**src/rtl/pipe_stage_reg_if.sv**
```systemverilog
// Valid/ready/data bundle carrying one pipeline-stage payload between neighbouring stages.
interface pipe_stage_reg_if #(
  parameter int unsigned WIDTH = 128
) ();
  logic             valid;
  logic             ready;
  logic [WIDTH-1:0] data;

  modport master (
    output valid,
    output data,
    input  ready
  );

  modport slave (
    input  valid,
    input  data,
    output ready
  );
endinterface

```
**src/rtl/pipe_stage_reg.sv**
```systemverilog
// Elastic pipeline-stage register: opaque payload, valid/ready handshake, optional skid entry,
// flush/enable control with bubble output, occupancy and saturating stall counter.
module pipe_stage_reg #(
  parameter int unsigned      WIDTH  = 128,
  parameter int unsigned      DEPTH  = 2,
  parameter logic [WIDTH-1:0] BUBBLE = '0,
  parameter int unsigned      CNT_W  = 16
) (
  input  logic             CLK,
  input  logic             RST,
  input  logic             enable,
  input  logic             flush,
  pipe_stage_reg_if.slave  in_bus,
  pipe_stage_reg_if.master out_bus,
  output logic [1:0]       occupancy,
  output logic [CNT_W-1:0] stall_count
);

  typedef enum logic [1:0] {
    StEmpty = 2'd0,
    StOne   = 2'd1,
    StFull  = 2'd2
  } state_e;

  state_e           state_q, state_d;
  logic [WIDTH-1:0] main_q, main_d;
  logic [WIDTH-1:0] skid_q, skid_d;
  logic [CNT_W-1:0] stall_q, stall_d;

  logic main_valid;
  logic skid_valid;
  logic live;
  logic in_ready;
  logic out_valid;
  logic accept;
  logic emit;

  assign main_valid = (state_q != StEmpty);
  assign skid_valid = (state_q == StFull);
  assign live       = enable && !flush;

  // Single-entry mode lets a same-cycle consume free the slot; skid mode keeps ready registered.
  if (DEPTH == 1) begin : g_single
    assign in_ready = live && !RST && (!main_valid || out_bus.ready);
  end else begin : g_skid
    assign in_ready = live && !RST && !skid_valid;
  end

  assign out_valid = live && main_valid;
  assign accept    = in_bus.valid && in_ready;
  assign emit      = out_valid && out_bus.ready;

  assign in_bus.ready  = in_ready;
  assign out_bus.valid = out_valid;
  assign out_bus.data  = main_valid ? main_q : BUBBLE;

  assign occupancy   = {1'b0, main_valid} + {1'b0, skid_valid};
  assign stall_count = stall_q;

  always_comb begin
    state_d = state_q;
    main_d  = main_q;
    skid_d  = skid_q;
    if (flush) begin
      state_d = StEmpty;
    end else if (enable) begin
      case (state_q)
        StEmpty: begin
          if (accept) begin
            main_d  = in_bus.data;
            state_d = StOne;
          end
        end
        StOne: begin
          if (accept && emit) begin
            main_d = in_bus.data;
          end else if (accept && (DEPTH > 1)) begin
            skid_d  = in_bus.data;
            state_d = StFull;
          end else if (emit) begin
            state_d = StEmpty;
          end
        end
        StFull: begin
          if (emit) begin
            main_d  = skid_q;
            state_d = StOne;
          end
        end
        default: state_d = StEmpty;
      endcase
    end
  end

  always_comb begin
    stall_d = stall_q;
    if (out_valid && !out_bus.ready && (stall_q != {CNT_W{1'b1}})) begin
      stall_d = stall_q + CNT_W'(1);
    end
  end

  always_ff @(posedge CLK) begin
    if (RST) begin
      state_q <= StEmpty;
      stall_q <= '0;
    end else begin
      state_q <= state_d;
      stall_q <= stall_d;
    end
  end

  // Payload storage carries no reset; emptiness is tracked solely by the state register.
  always_ff @(posedge CLK) begin
    main_q <= main_d;
    skid_q <= skid_d;
  end

  a_no_accept_when_full: assert property (@(posedge CLK) disable iff (RST)
    !(accept && skid_valid));

  a_occupancy_bound: assert property (@(posedge CLK) disable iff (RST)
    occupancy <= 2'(DEPTH));

endmodule

```
**src/flat_wrapper.sv**
```systemverilog
// flat-port wrapper written by rule: the top's interface ports become plain ports
module pipe_stage_reg_flat 
#(
  parameter int unsigned      WIDTH  = 128,
  parameter int unsigned      DEPTH  = 2,
  parameter logic [WIDTH-1:0] BUBBLE = '0,
  parameter int unsigned      CNT_W  = 16
)
  (CLK, RST, enable, flush, occupancy, stall_count, in_bus_valid, in_bus_data, in_bus_ready, out_bus_valid, out_bus_data, out_bus_ready);
  pipe_stage_reg_if #(.WIDTH(WIDTH)) in_bus_i ();
  pipe_stage_reg_if #(.WIDTH(WIDTH)) out_bus_i ();
  input  logic CLK;
  input  logic RST;
  input  logic enable;
  input  logic flush;
  output logic [1:0] occupancy;
  output logic [CNT_W-1:0] stall_count;
  input wire logic [$bits(in_bus_i.valid)-1:0] in_bus_valid;
  input wire logic [$bits(in_bus_i.data)-1:0] in_bus_data;
  output wire logic [$bits(in_bus_i.ready)-1:0] in_bus_ready;
  output wire logic [$bits(out_bus_i.valid)-1:0] out_bus_valid;
  output wire logic [$bits(out_bus_i.data)-1:0] out_bus_data;
  input wire logic [$bits(out_bus_i.ready)-1:0] out_bus_ready;
  assign in_bus_i.valid = in_bus_valid;
  assign in_bus_i.data = in_bus_data;
  assign in_bus_ready = in_bus_i.ready;
  assign out_bus_valid = out_bus_i.valid;
  assign out_bus_data = out_bus_i.data;
  assign out_bus_i.ready = out_bus_ready;
  pipe_stage_reg #(.WIDTH(WIDTH), .DEPTH(DEPTH), .BUBBLE(BUBBLE), .CNT_W(CNT_W)) u_core (.CLK(CLK), .RST(RST), .enable(enable), .flush(flush), .in_bus(in_bus_i), .out_bus(out_bus_i), .occupancy(occupancy), .stall_count(stall_count));
endmodule
```
**config.mk**
```make
export PLATFORM = sky130hd
export DESIGN_NAME = pipe_stage_reg_flat
export DESIGN_NICKNAME = d
export VERILOG_FILES = /design/src/rtl/pipe_stage_reg_if.sv /design/src/rtl/pipe_stage_reg.sv /design/src/flat_wrapper.sv
export SDC_FILE = /design/constraint.sdc
export NUM_CORES = 1
export LEC_CHECK = 0
export BUFFER_PORTS_ARGS = -buffer_cell sky130_fd_sc_hd__buf_4
export CAP_MARGIN = 20
export CORE_MARGIN = 8
export CORE_UTILIZATION = 50
export DETAILED_ROUTE_END_ITERATION = 6
export HOLD_SLACK_MARGIN = 0.05
export PLACE_DENSITY = 0.76
export SYNTH_ARGS = -nofsm -noshare
export SYNTH_HDL_FRONTEND = slang
export SYNTH_SLANG_ARGS = --single-unit
export TNS_END_PERCENT = 20
```
**constraint.sdc**
```tcl
create_clock -name CLK -period 11.95 [get_ports CLK]
set_input_delay 1.7925 -clock CLK [delete_from_list [all_inputs] [get_ports CLK]]
set_output_delay 1.7925 -clock CLK [all_outputs]
set_load 0.05 [all_outputs]
```
==> After elaboration in Yosys (flattened, before gate mapping) <==
Cells that the tools add are included.
{ "totals": {"ff_bits": 274, "in_bits": 134, "out_inout_bits": 148, "word_cells": 47} }
{ "classes": {"n_addsub": 2, "eq_ne": 8, "muxes": 11, "n_bitwise": 2, "n_reduce_logical": 20} }
{ "ops": {"columns": ["op", "n"], "rows": [
  ["$mux 128", 4],
  ["$pmux 128 s3", 1],
  ["$add 16x1->16 const B", 1],
  ["$ne 16x16->1 const B", 1],
  ["$mux 2", 5],
  ["$reduce_and 5->1", 2],
  ["$logic_and 1x1->1", 9],
  ["$pmux 2 s3", 1],
  ["$reduce_and 6->1", 1],
  ["$logic_not 1->1", 4],
  ["$ne 2x1->1 const B", 2],
  ["$ne 2x2->1 const B", 2],
  ["$ne 3x1->1 const B", 1],
  ["$reduce_bool 3->1", 1],
  ["$add 1x1->2", 1],
  ["$eq 2x1->1 const B", 1],
  ["$eq 2x2->1 const B", 1],
  ["$logic_not 2->1", 1],
  ["$not 1->1", 2],
  ["$reduce_bool 2->1", 1],
  ["$reduce_or 2->1", 1]
]} }

==> Depth between registers and ports, before layout <==
Gate-level depths: netlist of run 1.
{ "logic_depth": {"ltp_word": 8, "depth_mapped": 8, "depth_no_buf": 6} }

==> Worst setup path before layout of run 1 <==
OpenSTA, ideal clock, no wires.
{ "synth_timing": {"path_type": "input-to-reg", "from": "input port RST", "to": "register u_core.main_q[0] (enable)", "setup_ps": 617, "t_arrival_ps": 7496, "required_time_ps": 11333, "slack_ps": 3837, "cell_stages": 4, "path_buffers": 0, "path_cell_list": "nand2b_1 > nor3_1 > a21oi_1 > nor2_1"} }
{ "synth_between": {"elab_chain_len": 7, "elab_cells_between_ends": 8, "cone_classes": "eq/ne (2); reduce/logical (6)"} }
{ "synth_lines": {"columns": ["element", "line_no", "source"], "rows": [
  ["from (decl)", "flat_wrapper.sv:13", "input logic RST;"],
  ["$logic_not 1->1 *", "pipe_stage_reg.sv:46", "assign in_ready = live && !RST && !skid_valid;"],
  ["$logic_and 1x1->1 * (2 in a row)", "pipe_stage_reg.sv:46", null],
  ["$logic_and 1x1->1 *", "pipe_stage_reg.sv:50", "assign accept = in_bus.valid && in_ready;"],
  ["$logic_and 1x1->1", "pipe_stage_reg.sv:75", "if (accept && emit) begin"],
  ["$ne 2x1->1 (no source line)", null, null],
  ["$reduce_and 6->1 (no source line) *", null, null],
  ["to (signal assigned)", "pipe_stage_reg.sv:114", "main_q <= main_d;"],
  ["to (decl)", "pipe_stage_reg.sv:26", "logic [WIDTH-1:0] main_q, main_d;"]
]} }
Mark *: on every way between the ends. The rest lies on a longest branch, timed or not.
A chain may end at the register's enable or synchronous reset.

==> Worst setup path in the final report of run 1 <==
{ "layout_timing": {"from": "register u_core.state_q[1]", "to": "output port occupancy[0]"} }
{ "layout_between": {"elab_chain_len": 2, "elab_cells_between_ends": 3, "cone_classes": "add/sub (1); eq/ne (1); reduce/logical (1)"} }
{ "layout_lines": {"columns": ["element", "line_no", "source"], "rows": [
  ["from (decl)", "pipe_stage_reg.sv:25", "state_e state_q, state_d;"],
  ["from (signal assigned)", "pipe_stage_reg.sv:104", "state_q <= StEmpty;"],
  ["from (signal assigned)", "pipe_stage_reg.sv:107", "state_q <= state_d;"],
  ["$eq 2x2->1 or $reduce_bool 2->1 (tied branches)", "pipe_stage_reg.sv:39, pipe_stage_reg.sv:38", null],
  ["$add 1x1->2 *", "pipe_stage_reg.sv:57", "assign occupancy = {1'b0, main_valid} + {1'b0, skid_valid};"],
  ["to (decl)", "flat_wrapper.sv:16", "output logic [1:0] occupancy;"]
]} }
Marks and branches as above.

==> results of run 1 <==
## cell families (layout without fill, tap and decap cells)
logic type,after synthesis,after routing
AOI/OAI and AO/OA,21,21
adders and majority gates,2,2
muxes,129,129
and+or+nand+nor,183,183
DFF,274,274
buffers and inverters,39,345
xor gates and xnor gates,11,11
## stage by stage
| step | setup slack, ns | instance area, µm² |
|---|---|---|
| final | 7.092 | 14410 |
| after global routing | 6.806 | 14410 |
| after CTS | 7.004 | 14410 |
| after detailed placement | 7.053 | 13470 |
| after global placement | 7.038 | 13470 |
| after floorplan | 3.837 | 11100 |
## cells in the final DEF, fill, tap and decap left out, types with 3 or more instances in the layout
cell type / synthesis / routed
buf_4: 2 / 287
edfxtp_1: 256 / 256
and2_1: 128 / 128
mux2_2: 128 / 128
clkbuf_16: 0 / 29
dfxtp_1: 18 / 18
nor2_1: 14 / 13
xor2_1: 10 / 10
clkbuf_1: 20 / 9
a21oi_1: 7 / 7
and3_1: 5 / 5
inv_1: 5 / 4
nand2_1: 4 / 4
nor3_1: 4 / 4
clkinv_1: 0 / 4
bufinv_16: 0 / 4
nand3_1: 3 / 3
nand3_2: 3 / 3
nand4_1: 3 / 3
o21ai_0: 3 / 3
or3_1: 3 / 3
o211ai_1: 3 / 3
clkinv_2: 0 / 3
## flip-flops by register name (all words and copies together), names as in the netlist
name,flops
u_core.main_q,128
u_core.skid_q,128
u_core.stall_count,16
u_core.state_q,2
## power breakdown
group / internal [µW] / switching, µW / total [µW] / leakage, µW
Sequential: 1060 / 2.72 / 1070 / 0.00246
Clock: 537 / 348 / 885 / 0.000454
Combinational: 53.8 / 51.8 / 106 / 0.00255
Total: 1650 / 403 / 2060 / 0.00547
## routing by layer
metal	up-vias	track usage	share of wire
met4	0	0.04750	0.021
li1	3016	-	-
met2	259	0.2800	0.48
met1	3129	0.2269	0.40
met5	-	0	0
met3	34	0.06456	0.10
## area by class of cell
cell class / instances / area (µm²)
flip-flops and latches: 274 / 8048
fillers: 1586 / 7413
multi-input cells: 346 / 2893
repair buffers: 287 / 2155
clock buffers: 39 / 773.2
well taps: 280 / 350.3
clock inverters: 13 / 166.4
inverters: 6 / 25.02
## worst max-delay path by stage
stage	from	endpoint	slack [ns]	depth (start not counted)
floorplan	RST	u_core.main_q[0]	3.84	4
global placement	RST	u_core.skid_q[37]	7.04	6
detailed placement	RST	u_core.skid_q[37]	7.05	6
CTS	u_core.state_q[1]	occupancy[0]	7.00	6
global route	u_core.state_q[1]	occupancy[0]	6.81	6
finish	u_core.state_q[1]	occupancy[0]	7.09	6
## worst min-delay path, stage by stage, from the launching register on
cell and delay (ns):
dfxtp_1 0.34, o21ai_0 0.08, a21oi_1 0.06
==> metrics.md, run 1 <==
| Metric | Value |
|---|---|
| Critical path buffer and inverter count | 4 |
| Power Density | approximately 140 nW/µm² |
| Async S/R FF share, synth | 0 |
| CTS max path bufs | 3 |
| Core Util, Final | 0.6603 |
| Mapped Area | 11100 µm² |
| Final Setup Violations | 0 |
| Io pins | 282 |
| Slew @ Worst Pin | just over 1 ns |
| Cell mode on critical path | buf_4 |
| Top post-synthesis cells by area | edfxtp_1 69%, mux2_2 13%, and2_1 7.2% |
| Period utilization | 0.4065 |
| Hpwl dp | between 15000 and 20000 µm |
| Critical Path RT | 10.16 ns |
| Post-CTS sizing | 0 |
| Clock slew at reported path FFs | 0.06 ns |
| Setup_tns | 0 ns |
| Worst hold start | u_core.stall_count[13] |
| Via count | roughly 6400 |
| Vias in the first global route | 6659 |
| Final ANT Viol Nets | 0 |
| Clock Sinks | 274 |
| Largest family of logic cells by synthesized area | multiplexers |
| Final Critical Period | 4.858 ns |
| Sequential share of the synthesized area | 0.7248 |
| Worst hold path endpoint | u_core.stall_count[13] |
| Avg Synthesized Cell Area | 16.85 µm² |
| Reg2reg end | u_core.skid_q[16] |
| ANT cells | 0 |
| Crit path max-delay family | buffers and inverters |
| Number of synthesized flops with an enable pin | 256 |
| Dpl cells | 1193 |
| Post-synthesis mux area share | 0.1307 |
| TritonCTS clock tree | yes |
| Root Driver | clkbuf_16 |
| Detailed-route wire length | 25110 µm |
| DRC Markers | 0 |
| Initial DRT Pass Iterations | 4 |
| Register-to-Register Path Depth | 6 |
| Max-cap viol count | 0 |
| Peak VDD IR | 0.1337 mV |
| Pin count of the biggest net entering global routing | between 70 and 80 |
| Chip width | 165.0 µm |
| Tot GR Track Use | 0.1770 |
| Count of cell types in the netlist | 45 |
| FF+latch count, synth | 274 |
| Worst slew margin | 0.3083 |
| Nets | 1079 |
| WP data arrival | 3.07 ns |
| Iteration-0 DRC Markers | 484 |
| Adder-Cell Fraction of Synth Area | 0.002254 |
| Initial antenna violation count | 0 |
| Layout Skew | 0.006081 ns |
| Setup bufs post-CTS | 0 |
| Worst path slowest cell | buf_4 |
| HP Class | reg -> reg |
| Synth top area share | 0.6924 |
| Core area | 21820 µm² |
| Syn Inst Count | 659 |
| Synth Area in Simple Gates | 0.1050 |
| Min-Delay Path Depth | 2 |
| Ys flop type | edfxtp_1 |
| WS Path Type | reg -> out |
| Flop2flop setup slack | roughly 8.5 ns |
| Area growth from synthesis to layout | 29.78% |
| Die Area | 27230 µm² |
| Worst setup EP type | primary output |
| Crit path cell chain | nor2_2 > inv_2 > buf_4 > ha_1 > inv_1 > buf_4 |
| Total power | 2057 µW |
| Final cell count without fillers | between 1000 and 1500 |
| Slowest Stage Delay on Critical Path | 0.66 ns |
| Critical path peak fanout | 77 |
| Port bufs | 281 |
| Worst R2R Start | u_core.state_q[0] |
| Final hold viol count | 0 |
| Top-count cell post-synth | edfxtp_1 |
| Worst hold slack | approximately 0.53 ns |
| Most frequent cells after synthesis | 256 x edfxtp_1, 128 x and2_1, 128 x mux2_2, 20 x clkbuf_1, 18 x dfxtp_1 |
| Area leader, netlist | edfxtp_1 |
| Outcome | finished clean |
| Congestion Overflow GR | 0 |
| Compound-cell area share of the yosys netlist | 0.01285 |
| Synth Area in XOR/XNOR | 0.008677 |
| Vias per cell | 5.171 |
| First-pass GRT wire length | 37620 µm |
| Die H | 165.0 µm |
| RSZ-0062 raised after global routing | no |
| Worst-Skew Late Latency | 0.53 ns |
| Final slew viol count | 0 |
| Leak pwr | around 0.0055 µW |
| Hold_buf cts | 0 |
| Number of buffers created by CTS | 28 |
| H-tree levels | 1 |
| GPL Wtd Cong | between 0.7 and 0.8 |
| Max Clk Rate | 0.2059 GHz |
| Initial core utilization | 0.5088 |
| YS warnings | 0 |
| DR WL/cell | 20.17 µm |
| Startpoint Class | register |
| Rows | 54 |
| Layout cells sized above 1 | 0.4891 |
| Syn nets | 795 |
Power figures use the tool's default switching activity.
==> run 2, diff against run 1 <==
==> constraint.sdc (replaced) <==
create_clock -name CLK -period 4.8 [get_ports CLK]
set_input_delay 0.72 -clock CLK [delete_from_list [all_inputs] [get_ports CLK]]
set_output_delay 0.72 -clock CLK [all_outputs]
set_load 0.05 [all_outputs]
==> run 2 against run 1 <==
Effect of this change:
- clock skew is 0.013 ns higher
- critical path depth is 1 lower
- sequential power is 150% higher
- register-to-register slack worse by 6.8 ns
- hold slack worse by 0.16 ns
- combinational power is 150% higher
- clock-buffer cell count is 9 lower
- critical path type unchanged
- design area is 0.22% higher
- core utilization is 0.14 points higher
- non-clock buffer count is 1 higher
- wire length is 0.37% lower
==> metrics.md, run 2 (synthesized netlist as in run 1, its figures left out) <==
| Metric | Value |
|---|---|
| Congestion Overflow GR | 0 (unchanged) |
| Final Setup Violations | 0 (unchanged) |
| Place WS | 1.657 ns (-5.396 ns) |
| Area growth from synthesis to layout | 30.07% |
| Hpwl dp | 16840 µm (+1.4%) |
| Most common cell after layout, fill and taps aside | buf_4 |
| WS Path Type | reg -> out |
| Final slew viol count | 0 (unchanged) |
| TritonCTS clock tree | yes |
| Layout Skew | 0.01887 ns (+0.01279 ns) |
| Worst setup EP type | primary output |
| Sw Pwr | 1033 µW (+160%) |
| Clock slew at reported path FFs | 0.06 ns (about the same) |
| First-pass GRT wire length | 37540 µm (-0.20%) |
| Worst path slowest cell | inv_2 |
| Slowest Stage Delay on Critical Path | 0.59 ns (-0.07 ns) |
| Period utilization | 0.7529 |
| Crit path max-delay family | buffers and inverters |
| Vias per cell | 5.131 (-0.77%) |
| Worst slew margin | 0.3798 (+0.07153) |
| Final hold viol count | 0 (unchanged) |
| Peak VDD IR | 0.3570 mV (+170%) |
| DR WL/cell | 20.05 µm (-0.61%) |
| Max-cap viol count | 0 (unchanged) |
| Core area | 21820 µm² (unchanged) |
| Power Density | 355.3 nW/µm² (+150%) |
| WP data arrival | 2.89 ns (-0.18 ns) |
| Post-CTS sizing | 0 (unchanged) |
| RSZ-0062 raised after global routing | no |
| Startpoint Class | register |
| Iteration-0 DRC Markers | 429 (-11%) |
| Die Area | 27230 µm² (unchanged) |
| Slew @ Worst Pin | 0.9302 ns (-0.1073 ns) |
| Crit path cell chain | nor2_2 > inv_2 > buf_4 > and2_1 > buf_4 |
| Outcome | finished clean |
| Setup ws final | 1.186 ns (-5.906 ns) |
| Critical path buffer and inverter count | 3 (-1) |
| Rows | 54 (unchanged) |
| Initial DRT Pass Iterations | 4 (unchanged) |
| Final Critical Period | 3.614 ns |
| Nets | 1081 (+0.19%) |
| Power share of the sequential group | 0.518 (about the same) |
| Setup bufs post-CTS | 0 (unchanged) |
| Chip width | 165.0 µm (unchanged) |
| Clk pwr share | 0.431 (about the same) |
| Critical Path RT | 4.08 ns (-6.08 ns) |
| HP Class | in -> reg |
| Vias in the first global route | 6776 (+1.8%) |
| Pint | 4097 µW (+150%) |
| Root Driver | clkbuf_16 |
| Detailed-route wire length | 25020 µm (-0.37%) |
| CTS max path bufs | 3 (unchanged) |
| Critical path peak fanout | 63 (-18%) |
| Most frequent cells in the layout | 287 x buf_4, 256 x edfxtp_1, 128 x and2_1, 128 x mux2_2, 29 x clkbuf_16 |
| Final ANT Viol Nets | 0 (unchanged) |
| Core Util, Final | 0.6617 (+0.001433) |
| Layout cells sized above 1 | 0.4964 (+0.007261) |
| Initial antenna violation count | 1 (+1) |
| Cell mode on critical path | buf_4 |
| Port bufs | 281 (unchanged) |
| Leak pwr | 0.005484 µW (+0.34%) |
| Worst-Skew Late Latency | 0.53 ns (about the same) |
| GPL Wtd Cong | 0.8309 (+8.7%) |
| Number of buffers created by CTS | 29 (+3.6%) |
| H-tree levels | 1 (unchanged) |
| Pin count of the biggest net entering global routing | 69 (-12%) |
| Worst hold slack | 0.3679 ns (-0.1600 ns) |
| Via count | 6404 (-0.53%) |
| Max Clk Rate | 0.2767 GHz |
| Io pins | 282 (unchanged) |
| Comb power frac | 0.051 (about the same) |
| Clock Sinks | 274 (unchanged) |
| Tot GR Track Use | 0.1757 (-0.001268) |
| Die H | 165.0 µm (unchanged) |
| DRC Markers | 0 (unchanged) |
| Net Sw Frac | 0.2014 (+0.005692) |
| Final cell count without fillers | 1248 (+0.24%) |
| Initial core utilization | 0.5088 (unchanged) |
| Dpl cells | 1194 (+0.084%) |
| Hold_buf cts | 0 (unchanged) |
-- run 2: changes by cell type in the layout (fill, tap and decap cells not counted) --
cell / previous run / this run
clkbuf_1: 9 / 1
clkinv_1: 4 / 6
buf_12: 0 / 1
diode_2: 0 / 1
clkinvlp_4: 1 / 3
clkbuf_8: 1 / 0
clkinv_2: 3 / 9
-- run 2: worst paths after layout --
check                                             from  slack, ns  cells after the start                endpoint
worst max register to register       u_core.state_q[0]       1.69                      6       u_core.skid_q[76]
worst max-delay path                 u_core.state_q[1]       1.19                      5        out_bus_data[45]
worst min-delay path                  in_bus_data[105]       0.37                      1      u_core.skid_q[105]
worst min register to register  u_core.stall_count[13]       0.52                      2  u_core.stall_count[13]
-- run 2: area by class of cell --
class	instances	area (µm²)
repair buffers	288	2175
inverters	6	25.02
flip-flops and latches	274	8048
multi-input cells	346	2893
fillers	1559	7382
diodes	1	2.502
well taps	280	350.3
clock inverters	23	219.0
clock buffers	30	729.5
-- run 2: per-layer routing --
metal / vias to the layer above / routed length (µm) / track usage / part of all wire
li1: 3023 / - / - / -
met1: 3097 / 9951 / 0.2214 / 0.40
met2: 251 / 12040 / 0.2814 / 0.48
met3: 33 / 2617 / 0.06755 / 0.10
met4: 0 / 414 / 0.04341 / 0.017
met5: - / 0 / 0 / 0
-- run 2: power by group through the flow --
stage               Sequential [µW]  Combinational, µW  Clock, µW
global placement               2710                256          0
detailed placement             2710                263          0
CTS                            2660                264       2270
finish                         2660                261       2210
floorplan                      2700                124          0
global route                   2660                279       2370
-- run 2: worst register-to-register path, cell delays in order (launching register included) --
cell	delay [ns]
dfxtp_1	0.47
nand2b_2	0.22
inv_4	0.28
or3_4	0.53
inv_1	0.08
and4b_4	0.68
buf_4	0.50
-- run 2: through the flow --
step	TNS [ns]	instance area, µm²	total power (µW)
2_1_floorplan	-6.146	11110	2829
3_3_place_gp	0	13490	2963
3_5_place_dp	0	13490	2971
4_1_cts	0	14440	5187
5_1_grt	0	14440	5304
6_report	0	14440	5131
